<file path="src/rtl/hamming_pkg.sv">
// Shared helpers for the parametrised extended-Hamming (SECDED) codec:
// parity-bit count, power-of-two test and data-index to codeword-position map.
package hamming_pkg;

   // Smallest P with 2^P >= data_w + P + 1
   function automatic int unsigned hamming_p(input int unsigned data_w);
      int unsigned p;
      p = 0;
      for (int unsigned q = 1; q <= 7; q++) begin
         if (p == 0 && (32'd1 << q) >= data_w + q + 1) p = q;
      end
      return p;
   endfunction

   // True for Hamming positions that hold parity bits
   function automatic bit is_pow2(input int unsigned pos);
      return (pos != 0) && ((pos & (pos - 1)) == 0);
   endfunction

   // Codeword position of data bit idx: non-power-of-two positions from 3 upward
   function automatic int unsigned data_pos(input int unsigned idx);
      int unsigned cnt;
      int unsigned pos;
      cnt = 0;
      pos = 0;
      for (int unsigned k = 3; k < 128; k++) begin
         if (!is_pow2(k)) begin
            if (cnt == idx && pos == 0) pos = k;
            cnt++;
         end
      end
      return pos;
   endfunction

endpackage

</file>
<file path="src/rtl/hamming_secded_syndrome.sv">
// Combinational syndrome / overall-parity generator for an extended Hamming
// codeword (bit 0 = overall parity, bit k = Hamming position k).
module hamming_secded_syndrome #(
   parameter int unsigned N = 16,
   parameter int unsigned P = 4
) (
   input  logic [N-1:0] in_code,
   output logic [P-1:0] syndrome,
   output logic         overall
);

   // Syndrome is the XOR of the positions of all set bits
   always_comb begin
      syndrome = '0;
      for (int unsigned k = 1; k < N; k++) begin
         if (in_code[k]) syndrome = syndrome ^ P'(k);
      end
   end

   assign overall = ^in_code;

endmodule

</file>
<file path="src/rtl/hamming_secded_decoder.sv">
// Streaming SECDED decoder, 2-stage valid/ready pipeline.
// Optional macro HAMMING_ERR_COUNT_EN adds saturating corrected/uncorrectable
// word counters; without it the counts are tied to 0 and cnt_clr is ignored.
module hamming_secded_decoder
   import hamming_pkg::*;
#(
   parameter  int unsigned DATA_W = 11,
   parameter  int unsigned CNT_W  = 16,
   localparam int unsigned P      = hamming_p(DATA_W),
   localparam int unsigned N      = DATA_W + P + 1
) (
   input  logic              clk,
   input  logic              rst_n,
   input  logic              in_valid,
   output logic              in_ready,
   input  logic [N-1:0]      in_code,
   output logic              out_valid,
   input  logic              out_ready,
   output logic [DATA_W-1:0] out_data,
   output logic [P-1:0]      out_syndrome,
   output logic              out_corrected,
   output logic              out_uncorrectable,
   input  logic              cnt_clr,
   output logic [CNT_W-1:0]  corr_count,
   output logic [CNT_W-1:0]  uncorr_count
);

   localparam int unsigned LAST_POS = N - 1;

   logic              s2_adv;
   logic [P-1:0]      in_syn;
   logic              in_ov;
   logic [DATA_W-1:0] in_data;

   logic              s1_valid;
   logic [DATA_W-1:0] s1_data;
   logic [P-1:0]      s1_syn;
   logic              s1_ov;

   int unsigned       syn_i;
   logic              flip_en;
   logic [DATA_W-1:0] s2_data_d;
   logic              corr_d;
   logic              uncorr_d;

   assign s2_adv   = !out_valid || out_ready;
   assign in_ready = !s1_valid || s2_adv;

   hamming_secded_syndrome #(
      .N (N),
      .P (P)
   ) u_syndrome (
      .in_code  (in_code),
      .syndrome (in_syn),
      .overall  (in_ov)
   );

   // Extract data bits from their codeword positions
   always_comb begin
      in_data = '0;
      for (int unsigned i = 0; i < DATA_W; i++) begin
         in_data[i] = in_code[data_pos(i)];
      end
   end

   // Stage 1: capture the word as data bits plus syndrome/parity; parity
   // positions are fully summarised by the syndrome so they are not kept.
   always_ff @(posedge clk or negedge rst_n) begin
      if (!rst_n) begin
         s1_valid <= 1'b0;
         s1_data  <= '0;
         s1_syn   <= '0;
         s1_ov    <= 1'b0;
      end else if (in_ready) begin
         s1_valid <= in_valid;
         if (in_valid) begin
            s1_data <= in_data;
            s1_syn  <= in_syn;
            s1_ov   <= in_ov;
         end
      end
   end

   // Classify the word and flip the data bit addressed by the syndrome
   always_comb begin
      syn_i    = 32'(s1_syn);
      flip_en  = s1_ov && (syn_i != 0) && (syn_i <= LAST_POS);
      corr_d   = s1_ov && (syn_i <= LAST_POS);
      uncorr_d = s1_ov ? (syn_i > LAST_POS) : (syn_i != 0);
      for (int unsigned i = 0; i < DATA_W; i++) begin
         s2_data_d[i] = s1_data[i] ^ (flip_en && (syn_i == data_pos(i)));
      end
   end

   // Stage 2: output register, held while the consumer stalls
   always_ff @(posedge clk or negedge rst_n) begin
      if (!rst_n) begin
         out_valid         <= 1'b0;
         out_data          <= '0;
         out_syndrome      <= '0;
         out_corrected     <= 1'b0;
         out_uncorrectable <= 1'b0;
      end else if (s2_adv) begin
         out_valid <= s1_valid;
         if (s1_valid) begin
            out_data          <= s2_data_d;
            out_syndrome      <= s1_syn;
            out_corrected     <= corr_d;
            out_uncorrectable <= uncorr_d;
         end
      end
   end

`ifdef HAMMING_ERR_COUNT_EN
   localparam logic [CNT_W-1:0] CNT_MAX = '1;

   logic out_xfer;
   assign out_xfer = out_valid && out_ready;

   // Saturating error counters; clear has priority over increment
   always_ff @(posedge clk or negedge rst_n) begin
      if (!rst_n) begin
         corr_count   <= '0;
         uncorr_count <= '0;
      end else if (cnt_clr) begin
         corr_count   <= '0;
         uncorr_count <= '0;
      end else if (out_xfer) begin
         if (out_corrected && corr_count != CNT_MAX) corr_count <= corr_count + 1'b1;
         if (out_uncorrectable && uncorr_count != CNT_MAX) uncorr_count <= uncorr_count + 1'b1;
      end
   end
`else
   logic unused_cnt_clr;
   assign unused_cnt_clr = cnt_clr;
   assign corr_count     = '0;
   assign uncorr_count   = '0;
`endif

endmodule

</file>
<file path="config.mk">
export PLATFORM = sky130hd
export DESIGN_NAME = hamming_secded_decoder
export DESIGN_NICKNAME = d
export VERILOG_FILES = /design/src/rtl/hamming_pkg.sv /design/src/rtl/hamming_secded_syndrome.sv /design/src/rtl/hamming_secded_decoder.sv
export SDC_FILE = /design/constraint.sdc
export NUM_CORES = 1
export LEC_CHECK = 0
export BUFFER_PORTS_ARGS = -buffer_cell sky130_fd_sc_hd__buf_2
export CORE_ASPECT_RATIO = 0.5
export CORE_MARGIN = 2
export CORE_UTILIZATION = 40
export CTS_BUF_LIST = sky130_fd_sc_hd__clkbuf_4 sky130_fd_sc_hd__clkbuf_8
export DETAILED_ROUTE_END_ITERATION = 6
export PLACE_DENSITY = 0.69
export SLEW_MARGIN = 30
export SYNTH_ARGS = -nofsm -noshare
export SYNTH_HDL_FRONTEND = slang
export SYNTH_SLANG_ARGS = --single-unit
</file>
<file path="constraint.sdc">
create_clock -name clk -period 1.7 [get_ports clk]
set_input_delay 0.085 -clock clk [delete_from_list [all_inputs] [get_ports clk]]
set_output_delay 0.085 -clock clk [all_outputs]
set_load 0.03 [all_outputs]
</file>
==> results of run 1 <==
-- report_power, final --
part / leakage [uW] / switching, uW / internal (uW) / total, uW
Combinational: 0.000504 / 728 / 440 / 1170
Sequential: 0.000402 / 191 / 1070 / 1260
Clock: 0.0000549 / 293 / 386 / 679
Total: 0.000961 / 1210 / 1890 / 3100
-- how the worst max path moves through the flow --
stage	start	end	slack, ns	depth (start not counted)
after floorplan	out_valid$_DFFE_PN0P_	s1_data[10]$_DFFE_PN0P_	0.02	4
after global placement	s1_syn[2]$_DFFE_PN0P_	out_data[7]$_DFFE_PN0P_	0.40	4
after detailed placement	s1_syn[3]$_DFFE_PN0P_	out_data[7]$_DFFE_PN0P_	0.37	4
after CTS	out_valid$_DFFE_PN0P_	out_data[4]$_DFFE_PN0P_	0.36	5
after global routing	out_valid$_DFFE_PN0P_	out_data[4]$_DFFE_PN0P_	0.20	5
final	out_valid$_DFFE_PN0P_	out_data[4]$_DFFE_PN0P_	0.38	5
-- registers in the layout, summed over array words and instances, names as in the netlist, 4 cells and up --
name / flops
out_syndrome: 4
s1_data: 11
s1_syn: 4
out_data: 11
-- kinds of logic (layout without fill, tap and decap cells) --
group | count (synthesis) | in the layout | synth area share [%]
AO/OA/AOI/OAI | 14 | 14 | 3.60
flip-flops | 35 | 35 | 45.0
buffers and inverters | 36 | 49 | 13.3
multiplexers | 19 | 19 | 11.0
XOR/XNOR | 38 | 38 | 17.5
AND/OR/NAND/NOR | 39 | 39 | 9.40
other | 1 | 32 | 0.193
-- stage by stage --
| stage | cells | power [uW] | hold WS [ns] | cell area, um2 | worst slack, ns |
|---|---|---|---|---|---|
| after floorplan | 213 | 2180 | -0.211 | 2070 | 0.0242 |
| after global placement | 283 | 2420 | 0.191 | 2100 | 0.404 |
| after detailed placement | 283 | 2450 | 0.212 | 2100 | 0.370 |
| after CTS | 292 | 3130 | 0.0267 | 2210 | 0.359 |
| after global routing | 292 | 3310 | 0.0471 | 2210 | 0.197 |
| final | 292 | 3100 | 0.0361 | 2210 | 0.382 |
-- cell type report --
| class | instances | area share [%] |
|---|---|---|
| timing repair buffer | 41 | 9.72 |
| sequential | 35 | 39.6 |
| clock buffer | 8 | 4.69 |
| tap | 66 | 3.73 |
| multi-input combinational | 142 | 42.2 |
-- placed cells by master (no fill, tap or decap), drive strengths merged --
cell type / count
buf: 40
xnor2: 36
dfrtp: 35
conb: 32
nor2: 21
mux2: 19
a21oi: 11
clkbuf: 8
nand2b: 5
nand2: 5
nand3b: 3
o21ai: 3
xor2: 2
nor4: 1
and2: 1
nand3: 1
nor3: 1
nor4b: 1
dlygate4sd3: 1
-- timing repair --
item,4_1_cts,5_1_grt
buffers inserted,0,0
gates resized for setup,0,0
hold buffers,1,0
endpoints found under the hold margin,35,0
-- metal layers --
layer	part of all wire (%)	track usage, %	vias to the layer above
met3	7.9	3.96	3
li1	-	-	609
met4	1.1	7.33	0
met1	49	19.4	577
met2	42	20.2	63
met5	0	0	-
==> results.yml, run 1 <==
critical_path:
  crit-reg2reg-launch: "out_valid$_DFFE_PN0P_"
  reg2reg_depth: 5
  worstReg2RegEnd: "out_data[4]$_DFFE_PN0P_"
  cp.arrival_ns: 1.53
  cp_max_fo: 12
  setup.worst_path.class: "reg -> reg"
  worst_path_largest_cell_delay_ns: 0.41
  cp_num_buf_inv: 1
  cp-start-kind: "flip-flop"
  critical_path.top_delay_family: "simple AND/OR/NAND/NOR gates"
  cp_cell_sequence: "nand2b_1, and2_1, buf_4, nor2_1, a21oi_1"
  r2r_setup_slack_ns: 0.38
  slowest_stage: "dfrtp_2"
  worstPathRequired_ns: 1.91
  worstSetupEndpointType: "flip-flop"
sta:
  hold_viol_final: 0
  rsz0062_at_grt: "false"
  fmax_mhz: 759
  fin_crit_sh_pct: 77.5
  finalSetupTns_ns: 0
  final-max-slew-violation-count: 0
  setup_viol: 0
  max_slew_margin_pct: 48.3
  post-route-min-period_ns: 1.32
  skew_ns: 0.00241
  worstMarginPinSlew_ns: 0.776
route:
  totalWireLength_um: 3300
  avgRoutedWirePerCell_um: 11.3
  remaining_drc_errors: 0
  first_pass_iters: 4
  num_vias: 1252
  drtAntennaViolNets: 0
  routed_via_density: 4.29
  first_iter_violations: 40
status:
  outcome: "finished, final reports clean"
finish:
  diodes: 0
  multi_input_area_um2: 935
  final_core_util_pct: 48.9
  area_growth_pct: 13.8
  register_area_um2: 877
  fin_nets: 246
  drive_gt1_share_pct: 31.0
  fillers: 413
yosys:
  synth.largest_area_cell: "dfrtp_1"
  ys_seq_area_share_pct: 45.0
  syn_area_mm2: 0.00194
  synth_seq_cells: 35
  yosys_most_used_dff: "dfrtp_1"
  synthTopCellsByCount: "xnor2_1 (36), dfrtp_1 (35), buf_4 (32), nor2_1 (21), mux2_2 (19)"
  synthCells: 182
  ys_types: 21
  synth_edf_count: 0
  synthArstFlopShare_pct: 100
  yosysWarnings: 0
  yosysMostFrequentCell: "xnor2_1"
  syn_avg_cell_area_um2: 10.7
  synth_top_area_share_pct: 45.0
  yosys-top-cells-area: "dfrtp_1 (45%), xnor2_1 (16%), buf_4 (12%)"
hold_path:
  hold_class: "in -> reg"
  hold_path_startpoint: "in_valid"
  min_to: "s1_valid$_DFFE_PN0N_"
  hold-path-cell-count: 2
clock_network:
  root_buffer: "clkbuf_8"
  cts_buffer_depth: 2
  cts_tree: "built"
  clk_pin_slew_ns: 0.07
  cts_buffers: 5
  insertion_delay_ns: 0.29
  htreeDepth: 2
  numClockSinks: 35
placement:
  post-dp-hpwl_um: 2540
  globalplace.congestion: 0.736
  port_buffers: 38
pwr:
  power.leakage_uw: 0.000961
  ir_worst_vdd_v: 0.000428
  p_per_area_mw_per_mm2: 1400
grt:
  grt_remaining_overflow: 0
  grt_pass1_wl_um: 5600
  grt_usage_pct: 14.1
  grt_pass1_vias: 1148
  grt_max_degree: 36
  antenna_found_initial: 0
floorplanning:
  dieArea_mm2: 0.00547
  io_pins: 72
  die-height_um: 53.3
  initial_core_util_pct: 42.9
  design.core.area_mm2: 0.00453
  rows: 17
  fp.dieW_um: 103
flow_run:
  maxCapViolCount: 0
(Power assumes the default switching activity.)
==> run 2, diff against run 1 <==
--- a/config.mk
+++ b/config.mk
@@ -11,7 +11,7 @@
 export CORE_UTILIZATION = 40
 export CTS_BUF_LIST = sky130_fd_sc_hd__clkbuf_4 sky130_fd_sc_hd__clkbuf_8
 export DETAILED_ROUTE_END_ITERATION = 6
-export PLACE_DENSITY = 0.69
+export PLACE_DENSITY = 0.72
 export SLEW_MARGIN = 30
 export SYNTH_ARGS = -nofsm -noshare
 export SYNTH_HDL_FRONTEND = slang
==> constraint.sdc (replaced) <==
create_clock -name clk -period 1.2 [get_ports clk]
set_input_delay 0.06 -clock clk [delete_from_list [all_inputs] [get_ports clk]]
set_output_delay 0.06 -clock clk [all_outputs]
set_load 0.03 [all_outputs]
==> run 2 against run 1 <==
  * The flow now finishes with violations (negative setup slack)
  * Register-to-register slack lost 0.47 ns
  * Clock power increased by 43%
  * Clock-buffer cell count stayed put
  * Sequential share of layout area decreased by 7.0 points
==> results.yml, run 2 (synthesized netlist as in run 1, its figures left out) <==
floorplanning:
  fp.dieW_um: 103
  io_pins: 72
  design.core.area_mm2: 0.00453
  rows: 17
  dieArea_mm2: 0.00547
  initial_core_util_pct: 42.9
  die-height_um: 53.3
route:
  first_iter_violations: 62
  totalWireLength_um: 4320
  drtAntennaViolNets: 0
  avgRoutedWirePerCell_um: 13.8
  routed_via_density: 4.50
  first_pass_iters: 5
  remaining_drc_errors: 0
  num_vias: 1410
sta:
  skew_ns: 0.00720
  hold_viol_final: 0
  rsz0062_at_grt: "true"
  fin_crit_sh_pct: 108
  post-route-min-period_ns: 1.29
  fmax_mhz: 775
  final-max-slew-violation-count: 0
  setup_viol: 26
  timing.final.ws_setup_ns: -0.0908
  finalSetupTns_ns: -1.06
  worst_hold_slack_ns: 0.0287
clock_network:
  insertion_delay_ns: 0.30
  numClockSinks: 35
  root_buffer: "clkbuf_8"
  cts_buffer_depth: 2
  htreeDepth: 2
  cts_buffers: 5
  clk_pin_slew_ns: 0.07
  cts_tree: "built"
placement:
  post-place-cells: 295
  globalplace.congestion: 0.720
  post-dp-hpwl_um: 2730
  dpl_worst_slack_ns: -0.0694
  port_buffers: 38
pwr:
  p_seq_share_pct: 35.3
  p_sw_uw: 2030
  power_frac_comb_pct: 45.8
  ir_worst_vdd_v: 0.000630
  p_per_area_mw_per_mm2: 1910
  p_clk_share_pct: 18.8
  netSwitchingFraction_pct: 39.3
  p_int_uw: 3130
  power.leakage_uw: 0.00120
finish:
  diodes: 0
  fillers: 351
  final_core_util_pct: 59.5
  area_growth_pct: 38.6
  reg_top3: "out_data: 11 flops, s1_data: 11 flops"
  register_area_um2: 880
  drive_gt1_share_pct: 51.4
  multi_input_area_mm2: 0.00113
  layout_common_cells: "buf_2 (37), xnor2_1 (33), conb_1 (32), dfrtp_1 (32)"
  fin_nets: 267
  layout_commonest_cell: "buf_2"
  finish.cell_count_without_fillers: 313
critical_path:
  cp-start-kind: "flip-flop"
  cp_max_fo: 7
  cp-startpoint: "s1_syn[0]$_DFFE_PN0P_"
  worstSetupEndpointType: "flip-flop"
  setup.worst_path.class: "reg -> reg"
  worstPathRequired_ns: 1.38
  crit-reg2reg-launch: "s1_syn[0]$_DFFE_PN0P_"
  cp.arrival_ns: 1.47
grt:
  grt.met2_usage_pct: 22.9
  grt_max_degree: 19
  antenna_found_initial: 0
  grt_util_met3_pct: 3.43
  grt_remaining_overflow: 0
  grt_pass1_vias: 1243
  grt_pass1_wl_um: 5930
  top_usage_layer: "met2"
  grt_usage_pct: 15.0
  use_met1_pct: 20.0
hold_path:
  hold_class: "in -> reg"
  hold_path_startpoint: "in_valid"
flow_run:
  maxCapViolCount: 0
status:
  violations: "negative setup slack"
  outcome: "finished, violations left"
## run 2: changes by cell type in the layout (fill, tap and decap cells not counted), sizes merged
cell,delta
buf,+18
clkbuf,+3
## run 2: power groups by stage
stage | registers, uW | logic, uW | clock network, uW
after global routing | 1850 | 2500 | 1040
after detailed placement | 1780 | 1960 | 0
final | 1820 | 2360 | 971
after floorplan | 2160 | 1030 | 0
after CTS | 1770 | 2020 | 989
after global placement | 1770 | 1920 | 0
## run 2: final timing paths
path | end | slack [ns] | cells past startpoint
hold reg to reg | out_uncorrectable$_DFFE_PN0P_ | 0.51 | 1
setup / recovery | out_data[6]$_DFFE_PN0P_ | -0.09 | 5
setup reg to reg | out_data[6]$_DFFE_PN0P_ | -0.09 | 5
hold / removal | s1_valid$_DFFE_PN0N_ | 0.03 | 2
min in group asynchronous | out_data[1]$_DFFE_PN0P_ | 0.23 | 2
max in group asynchronous | s1_syn[1]$_DFFE_PN0P_ | 0.51 | 3
## run 2: worst max-delay path, cell delays in order (launching register included)
cell	delay (ns)
dfrtp_2	0.46
buf_4	0.15
nand3_2	0.13
nor2_2	0.05
xnor2_1	0.25
a21oi_2	0.12
## run 2: per-stage QoR
step | total power, uW | area [um2]
finish | 5150 | 2700
global route | 5390 | 2700
CTS | 4780 | 2440
detailed placement | 3740 | 2250
global placement | 3690 | 2250
floorplan | 3190 | 2130
## run 2: final cells by class
type	count	area share, %
multi-input combinational	142	41.9
sequential	35	32.6
timing repair buffer	62	18.5
clock buffer	8	3.85
tap	66	3.06
## run 2: metal layers
metal	routed length [um]	up-vias
li1	-	657
met3	292	12
met1	1910	666
met4	111	0
met5	0	-
met2	2010	75
## run 2: what timing repair did
action | 4_1_cts | 5_1_grt
resized for setup | 11 | 42
pin swaps | 1 | 22
hold buffers | 1 | 0
cloned | 0 | 3
buffers inserted | 3 | 3
endpoints found under the setup margin | 29 | 32
endpoints found under the hold margin | 17 | 0
==> run 3, diff against run 2 <==
--- a/config.mk
+++ b/config.mk
@@ -12,6 +12,7 @@
 export CTS_BUF_LIST = sky130_fd_sc_hd__clkbuf_4 sky130_fd_sc_hd__clkbuf_8
 export DETAILED_ROUTE_END_ITERATION = 6
 export PLACE_DENSITY = 0.72
+export RECOVER_POWER = 25
 export SLEW_MARGIN = 30
 export SYNTH_ARGS = -nofsm -noshare
 export SYNTH_HDL_FRONTEND = slang
==> run 3 against run 2 <==
  * Sequential share of layout area did not move
  * The flow still finishes with violations (negative setup slack)
  * Worst setup slack improved by 0.010 ns
  * Largest power group unchanged
  * Non-clock buffer count did not move
  * Power fell by 0.13%
  * Design area did not move
  * Routed wire length fell by 0.46%
  * Core utilization did not move
  * Combinational power barely moved
  * Die area did not move
==> results.yml, run 3 (synthesized netlist as in run 1, its figures left out) <==
floorplanning:
  fp.dieW_um: 103
  io_pins: 72
  rows: 17
  initial_core_util_pct: 42.9
  dieArea_mm2: 0.00547
  die-height_um: 53.3
  design.core.area_mm2: 0.00453
clock_network:
  cts_buffers: 5
  clk_pin_slew_ns: 0.07
  numClockSinks: 35
  insertion_delay_ns: 0.30
  cts_buffer_depth: 2
  htreeDepth: 2
  root_buffer: "clkbuf_8"
  cts_tree: "built"
critical_path:
  reg2reg_depth: 5
  setup.worst_path.class: "reg -> reg"
  crit-reg2reg-launch: "s1_syn[0]$_DFFE_PN0P_"
  worstSetupEndpointType: "flip-flop"
  cp_max_fo: 7
  r2r_setup_slack_ns: -0.08
  cp.arrival_ns: 1.46
  worstPathRequired_ns: 1.38
  cp-start-kind: "flip-flop"
  cp-startpoint: "s1_syn[0]$_DFFE_PN0P_"
  worstReg2RegEnd: "out_data[6]$_DFFE_PN0P_"
  endpoint: "out_data[6]$_DFFE_PN0P_"
route:
  num_vias: 1405
  avgRoutedWirePerCell_um: 13.7
  first_pass_iters: 5
  totalWireLength_um: 4300
  drtAntennaViolNets: 0
  remaining_drc_errors: 0
  routed_via_density: 4.49
  first_iter_violations: 66
sta:
  post-route-min-period_ns: 1.28
  hold_viol_final: 0
  timing.final.ws_setup_ns: -0.0805
  fin_crit_sh_pct: 107
  final-max-slew-violation-count: 0
  skew_ns: 0.00751
  rsz0062_at_grt: "true"
  finalSetupTns_ns: -1.06
  fmax_mhz: 781
  setup_viol: 25
placement:
  dpl_worst_slack_ns: -0.0694
  post-place-cells: 295
  globalplace.congestion: 0.720
  post-dp-hpwl_um: 2730
  port_buffers: 38
finish:
  diodes: 0
  layout_common_cells: "buf_2 (36), xnor2_1 (33), conb_1 (32), dfrtp_1 (32)"
  area_growth_pct: 38.6
  drive_gt1_share_pct: 51.4
  layout_commonest_cell: "buf_2"
  fillers: 351
  fin_nets: 267
  reg_top3: "out_data: 11 flops, s1_data: 11 flops"
  finish.cell_count_without_fillers: 313
grt:
  grt_usage_pct: 15.0
  grt_max_degree: 19
  grt_pass1_wl_um: 5930
  antenna_found_initial: 0
  grt_pass1_vias: 1243
  grt_remaining_overflow: 0
pwr:
  p_clk_share_pct: 18.9
  ir_worst_vdd_v: 0.000629
  p_int_uw: 3130
  netSwitchingFraction_pct: 39.2
  power.leakage_uw: 0.00120
  p_seq_share_pct: 35.3
  p_per_area_mw_per_mm2: 1910
  p_sw_uw: 2020
  power_frac_comb_pct: 45.8
flow_run:
  maxCapViolCount: 0
hold_path:
  hold_class: "in -> reg"
status:
  violations: "negative setup slack"
  outcome: "finished, violations left"
-- run 3: how the worst min path moves through the flow --
stage	endpoint	slack (ns)	cells past startpoint	startpoint
finish	s1_data[7]$_DFFE_PN0P_	0.03	2	in_code[12]
global route	s1_data[7]$_DFFE_PN0P_	0.04	2	in_code[12]
CTS	s1_valid$_DFFE_PN0N_	0.01	2	in_valid
detailed placement	s1_data[4]$_DFFE_PN0P_	0.03	1	rst_n
global placement	s1_data[4]$_DFFE_PN0P_	0.02	1	rst_n
floorplan	corr_d$_DFFE_PN0P_	-0.24	0	rst_n
-- run 3: cell type report --
class / count / area (um2) / share of cell area, %
flip-flops and latches: 35 / 880 / 32.6
clock buffers: 8 / 104 / 3.85
well taps: 66 / 82.6 / 3.06
multi-input cells: 142 / 1130 / 41.9
repair buffers: 62 / 499 / 18.5
-- run 3: power by group through the flow --
| stage | clock (uW) | sequential [uW] | combinational [uW] |
|---|---|---|---|
| after floorplan | 0 | 2160 | 1030 |
| after global placement | 0 | 1770 | 1920 |
| after detailed placement | 0 | 1780 | 1960 |
| after CTS | 989 | 1770 | 2020 |
| after global routing | 1040 | 1850 | 2500 |
| final | 972 | 1820 | 2360 |
-- run 3: repair_timing --
action,CTS,global route
endpoints found under the setup margin,29,32
resized for setup,11,42
hold buffers,1,0
gates cloned,0,3
hold endpoints to repair,17,0
pin swaps,1,22
setup buffers,3,3
-- run 3: worst max-delay path, stage by stage (launching register included) --
cell,delay (ns)
dfrtp_2,0.46
buf_4,0.15
nand3_2,0.13
nor2_2,0.05
xnor2_1,0.25
a21oi_2,0.11
-- run 3: routing by layer --
| metal | track usage (%) | share of wire, % | vias up |
|---|---|---|---|
| li1 | - | - | 658 |
| met1 | 20.0 | 44 | 667 |
| met2 | 22.9 | 47 | 70 |
| met3 | 3.43 | 6.7 | 10 |
| met4 | 8.00 | 2.5 | 0 |
| met5 | 0 | 0 | - |
-- run 3: per-stage QoR --
stage | utilization [%] | hold WS [ns] | area, um2 | total power, uW
after floorplan | - | -0.236 | 2130 | 3190
after global placement | 49.7 | 0.0153 | 2250 | 3690
after detailed placement | 49.7 | 0.0278 | 2250 | 3740
after CTS | 53.8 | 0.00981 | 2440 | 4780
after global routing | 59.5 | 0.0403 | 2700 | 5390
final | 59.5 | 0.0287 | 2700 | 5150
